<file path="config.mk">
export PLATFORM = sky130hd
export DESIGN_NAME = car_queue_detector
export DESIGN_NICKNAME = d
export VERILOG_FILES = /design/src/rtl/car_queue_detector.sv
export SDC_FILE = /design/constraint.sdc
export NUM_CORES = 1
export LEC_CHECK = 0
export CELL_PAD_IN_SITES_DETAIL_PLACEMENT = 1
export CELL_PAD_IN_SITES_GLOBAL_PLACEMENT = 1
export CORE_ASPECT_RATIO = 2
export CORE_MARGIN = 2
export CORE_UTILIZATION = 25
export CTS_CLUSTER_SIZE = 24
export DETAILED_ROUTE_END_ITERATION = 16
export PLACE_DENSITY = 0.62
export SLEW_MARGIN = 25
export SYNTH_ARGS = -nofsm -noshare
export SYNTH_HDL_FRONTEND = slang
export SYNTH_HIERARCHICAL = 1
export SYNTH_SLANG_ARGS = --single-unit
</file>
<file path="constraint.sdc">
create_clock -name clock -period 4 [get_ports clock]
set_input_delay 0.4 -clock clock [delete_from_list [all_inputs] [get_ports clock]]
set_output_delay 0.4 -clock clock [all_outputs]
set_load 0.01 [all_outputs]
</file>
<file path="src/rtl/car_queue_detector.sv">
// ---------------------------------------------------------------------------
// car_queue_debounce
//   One loop-detector channel. The raw loop input is brought into the clock
//   domain through a two-flop synchronizer and then debounced. A level change
//   is accepted only after the synchronized level has disagreed with the
//   filtered level for DEBOUNCE consecutive edges. A one-cycle pulse is
//   registered when the filtered level rises.
//
//   Ports:
//     clock    : rising-edge clock
//     clear    : synchronous active-high reset
//     raw      : asynchronous loop detector level
//     rise_evt : registered one-cycle pulse on a filtered 0->1 transition
// ---------------------------------------------------------------------------
module car_queue_debounce #(
  parameter int DEBOUNCE = 3
) (
  input  logic clock,
  input  logic clear,
  input  logic raw,
  output logic rise_evt
);

  // The counter holds how many earlier edges already saw a disagreement, so
  // the DEBOUNCE-th disagreeing edge is the one that finds DEBOUNCE-1 here.
  localparam logic [3:0] DB_LAST = 4'(DEBOUNCE - 1);

  logic       sync_1;
  logic       sync_2;
  logic       filtered;
  logic [3:0] db_count;

  // Synchronizer, debounce qualification and event generation. Clearing
  // empties the whole pipeline, so a loop still occupied when clear drops is
  // seen afresh as a new rising edge.
  always_ff @(posedge clock) begin
    if (clear) begin
      sync_1   <= 1'b0;
      sync_2   <= 1'b0;
      filtered <= 1'b0;
      db_count <= 4'd0;
      rise_evt <= 1'b0;
    end else begin
      sync_1   <= raw;
      sync_2   <= sync_1;
      rise_evt <= 1'b0;
      if (sync_2 == filtered) begin
        db_count <= 4'd0;
      end else if (db_count == DB_LAST) begin
        filtered <= sync_2;
        db_count <= 4'd0;
        rise_evt <= sync_2;
      end else begin
        db_count <= db_count + 4'd1;
      end
    end
  end

endmodule

// ---------------------------------------------------------------------------
// car_queue_detector
//   Counts vehicles waiting on the country-road approach of a highway/country
//   road intersection. Arrivals are taken from a loop ahead of the stop line,
//   departures from a loop past it. The queue count drives the car-present
//   request X to the light controller. Sticky diagnostic flags record
//   overflow, underflow, departures against a red light and illegal light
//   codes from the controller.
//
//   Parameters:
//     DEBOUNCE : edges a new loop level must persist before acceptance (1..15)
//     MAX_CARS : saturation value of car_count (1..7)
//
//   Ports:
//     clock       : rising-edge clock
//     clear       : synchronous active-high reset
//     arrive_raw  : asynchronous approach loop detector
//     depart_raw  : asynchronous stop-line loop detector
//     cntry       : country-road light (0 RED, 1 YELLOW, 2 GREEN, 3 illegal)
//     X           : car-present request, high while car_count is nonzero
//     car_count   : vehicles currently queued
//     overflow    : sticky, arrival seen while already at MAX_CARS
//     underflow   : sticky, departure seen with an empty queue
//     red_run     : sticky, departure seen while the light was RED
//     illegal_sig : sticky, cntry code 3 observed
// ---------------------------------------------------------------------------
module car_queue_detector #(
  parameter int DEBOUNCE = 3,
  parameter int MAX_CARS = 7
) (
  input  logic       clock,
  input  logic       clear,
  input  logic       arrive_raw,
  input  logic       depart_raw,
  input  logic [1:0] cntry,
  output logic       X,
  output logic [2:0] car_count,
  output logic       overflow,
  output logic       underflow,
  output logic       red_run,
  output logic       illegal_sig
);

  localparam logic [2:0] MAX_COUNT     = 3'(MAX_CARS);
  localparam logic [1:0] CNTRY_RED     = 2'd0;
  localparam logic [1:0] CNTRY_ILLEGAL = 2'd3;

  logic       arrive_evt;
  logic       depart_evt;
  logic [2:0] count_next;
  logic       overflow_hit;
  logic       underflow_hit;

  car_queue_debounce #(.DEBOUNCE(DEBOUNCE)) u_arrive (
    .clock    (clock),
    .clear    (clear),
    .raw      (arrive_raw),
    .rise_evt (arrive_evt)
  );

  car_queue_debounce #(.DEBOUNCE(DEBOUNCE)) u_depart (
    .clock    (clock),
    .clear    (clear),
    .raw      (depart_raw),
    .rise_evt (depart_evt)
  );

  // Next queue count. A simultaneous arrival and departure cancel out and
  // are never treated as an overflow or underflow, whatever the count is.
  always_comb begin
    count_next    = car_count;
    overflow_hit  = 1'b0;
    underflow_hit = 1'b0;
    if (arrive_evt && !depart_evt) begin
      if (car_count == MAX_COUNT) begin
        overflow_hit = 1'b1;
      end else begin
        count_next = car_count + 3'd1;
      end
    end else if (depart_evt && !arrive_evt) begin
      if (car_count == 3'd0) begin
        underflow_hit = 1'b1;
      end else begin
        count_next = car_count - 3'd1;
      end
    end
  end

  // Queue count and sticky diagnostic flags; only clear can drop a flag.
  always_ff @(posedge clock) begin
    if (clear) begin
      car_count   <= 3'd0;
      overflow    <= 1'b0;
      underflow   <= 1'b0;
      red_run     <= 1'b0;
      illegal_sig <= 1'b0;
    end else begin
      car_count <= count_next;
      if (overflow_hit) begin
        overflow <= 1'b1;
      end
      if (underflow_hit) begin
        underflow <= 1'b1;
      end
      if (depart_evt && (cntry == CNTRY_RED)) begin
        red_run <= 1'b1;
      end
      if (cntry == CNTRY_ILLEGAL) begin
        illegal_sig <= 1'b1;
      end
    end
  end

  // The request comes straight off the count register, so the controller
  // never sees a combinational path from the loop inputs.
  assign X = (car_count != 3'd0);

endmodule

</file>
==> results.json <==
{
  "fp.dieArea_mm2": 0.004482,
  "synthDistinctLibCells": 30,
  "ctsResizeCount": 0,
  "synth-edff-count": 0,
  "clock_power_share_pct": 35.9,
  "synth_common_cells": "dfxtp_1 (23), nor2_1 (20), a21oi_1 (7)",
  "ant_nets": 0,
  "cts_tree": "done",
  "firstDrtPassIters": 2,
  "path_max_fanout": 11,
  "required_ps": 3600,
  "synthFlopType": "dfxtp_1",
  "switching_share_pct": 20.15,
  "clockBufferDepth": 2,
  "rr_endpoint": "car_count[2]",
  "grt_max_degree": 18,
  "p_per_area_mw_per_mm2": 322.2,
  "grt_pass1_vias": 805,
  "seqPwrFrac_pct": 60.2,
  "insertion_delay_ps": 260,
  "cts_sinks": 23,
  "numCtsBuffers": 3,
  "crit_chain": "or3_2, clkdlybuf4s50_1",
  "period_minus_slack_ps": 2068,
  "rsz0062_at_grt": "no",
  "p_int_mw": 0.3100,
  "cpLargestDelayFamily": "simple AND/OR/NAND/NOR gates",
  "top_regs": "u_arrive/db_count: 4 flops, u_depart/db_count: 4 flops, car_count: 3 flops",
  "netlist_area_um2": 983.4,
  "wl_met1_um": 700,
  "yosysMostFrequentCell": "dfxtp_1",
  "hp-class": "register to register",
  "grt-ovfl-total": 0,
  "peakVddDrop_uv": 139.4,
  "fin_nets": 131,
  "critPathSlowestCell": "or3_2",
  "fillCellCount": 453,
  "cp.buffers_inverters": 1,
  "timing.slew.headroom_pct": 59.07,
  "path_clk_slew_ps": 80,
  "post-cts-setup-buffers": 0,
  "synth_top_area_cell": "dfxtp_1",
  "rows": 32,
  "hpwlAfterDp_um": 1468,
  "fin_skew_ps": 1.422,
  "vias_per_cell": 4.423,
  "die_h_um": 92.70,
  "setup_violations": 0,
  "synthCells": 102,
  "clock.fmax_ghz": 0.4836,
  "end_kind": "primary output",
  "cp_num_cells": 2,
  "yosys-top-cells-area": "dfxtp_1 (47%), ha_1 (7.6%), nor2_1 (7.6%), xnor2_1 (4.5%), a21oi_1 (3.6%)",
  "leakage_nw": 0.4417,
  "fin_setup_tns_ps": 0,
  "timing.rr.start": "u_depart/rise_evt",
  "cp-endpoint": "X",
  "port_buffers": 13,
  "root_buffer": "clkbuf_8",
  "htreeDepth": 1,
  "wl_um": 1865,
  "dp.cells": 164,
  "grt_pass1_wl_um": 3436,
  "multiInputGateArea_um2": 485.5,
  "top_layer": "met4",
  "cap_violations": 0,
  "outcome": "finished clean",
  "power_switching_mw": 0.07824,
  "slew_violations": 0,
  "p_total_mw": 0.3882,
  "n_antenna_cell": 0,
  "drive_above_1_share_pct": 6.838,
  "ios": 14,
  "crit_arrival_ps": 1670,
  "ys_async_sr_fraction_pct": 0,
  "start_util_pct": 25.86,
  "drcViolationCount": 0,
  "die_w_um": 48.35,
  "timing.reg2reg.worst_path_depth": 7,
  "worst_path_largest_cell_delay_ps": 500,
  "hold_buffers": 0,
  "period_share_pct": 51.70,
  "hold_viol_final": 0,
  "dp_slack_ps": 2094,
  "core_mm2": 0.003804,
  "synth_top_area_share_pct": 46.82,
  "r2r_slack_ps": 2110,
  "seqCellArea_um2": 460.4,
  "yosysSeqAreaShare_pct": 46.82,
  "route.met2.wl_um": 1072,
  "drtIter0Drc": 9,
  "syn_to_final_growth_pct": 22.52,
  "tightest_slew_ps": 612.0,
  "start_kind": "register",
  "wl_met3_um": 63,
  "grt_use_total_pct": 9.828,
  "synth_seq_cells": 23,
  "syn_nets": 115,
  "avgRoutedWirePerCell_um": 11.10,
  "gp_congestion": 0.6936,
  "pwr-share-comb_pct": 3.8,
  "vias": 743,
  "ys_warn_count": 6,
  "startpoint": "car_count[2]",
  "syn_area_per_cell_um2": 9.642,
  "setup_slack_ps": 1932,
  "finalNonFillerCells": 168,
  "antenna_found_initial": 0,
  "worst-setup-path-type": "register to primary output"
}
==> area by class of cell <==
type | count | area share [%]
well taps | 51 | 5.296
clock inverters | 1 | 0.4154
repair buffers | 13 | 10.80
inverters | 5 | 1.558
clock buffers | 3 | 3.427
multi-input cells | 72 | 40.29
flip-flops and latches | 23 | 38.21
==> layer usage <==
metal / GRT usage, % / up-vias
met1: 9.302 / 357
met4: 6.429 / 0
met3: 1.774 / 2
li1: - / 370
met2: 18.75 / 14
met5: 0 / -
==> power groups by stage <==
stage	Combinational, mW	Clock (mW)	Sequential, mW
CTS	0.0155	0.148	0.234
floorplan	0.00517	0	0.239
global route	0.0166	0.159	0.234
detailed placement	0.0154	0	0.239
global placement	0.0149	0	0.239
finish	0.0149	0.139	0.234
==> through the flow <==
step           utilization, %  hold slack [ps]  area (µm²)
6_report                31.68            446.2        1205
5_1_grt                 31.68            473.1        1205
4_1_cts                 31.68            455.4        1205
3_5_place_dp            30.46            436.9        1159
3_3_place_gp            30.46            422.5        1159
2_1_floorplan               -            413.8       983.4
==> layout by cell type, fill, tap and decap left out, types with 2 or more instances in the layout <==
master and count:
xor2_1 2, nor3b_1 2, dfxtp_1 23, nand3_1 2, and3_1 3, a21oi_1 7
inv_1 5, mux2i_1 2, clkbuf_8 3, nor2_1 20, xnor2_1 5, o21ai_0 2
ha_1 6, nor2b_1 5, clkdlybuf4s50_1 13, or3_4 2
==> worst reg2reg max path: cells and delay by family, from the launching register on <==
kind | cells | cell delay (ps)
AO/OA/AOI/OAI | 2 | 300
XOR/XNOR | 1 | 160
adder cells (fa/ha/maj) | 2 | 830
buffers and inverters | 2 | 170
flip-flops | 1 | 340
==> worst min-delay path by stage <==
stage	slack [ps]	end	cells past startpoint	startpoint
after detailed placement	440	u_depart/sync_2	1	u_depart/sync_1
final	450	u_depart/sync_2	1	u_depart/sync_1
after floorplan	410	u_arrive/sync_2	1	u_arrive/sync_1
after global routing	470	u_arrive/sync_2	1	u_arrive/sync_1
after global placement	420	u_depart/sync_2	1	u_depart/sync_1
after CTS	460	u_depart/sync_2	1	u_depart/sync_1
==> cell families (layout without fill, tap and decap cells) <==
logic type / Yosys count / after routing / share of synthesized area, %
AND/OR/NAND/NOR: 42 / 42 / 22.90
flip-flops: 23 / 23 / 46.82
AO/OA/AOI/OAI: 14 / 14 / 8.525
adder cells (fa/ha/maj): 7 / 7 / 9.669
XOR/XNOR: 7 / 7 / 6.234
buffers and inverters: 7 / 22 / 3.817
multiplexers: 2 / 2 / 2.036
Power figures use the tool's default switching activity.
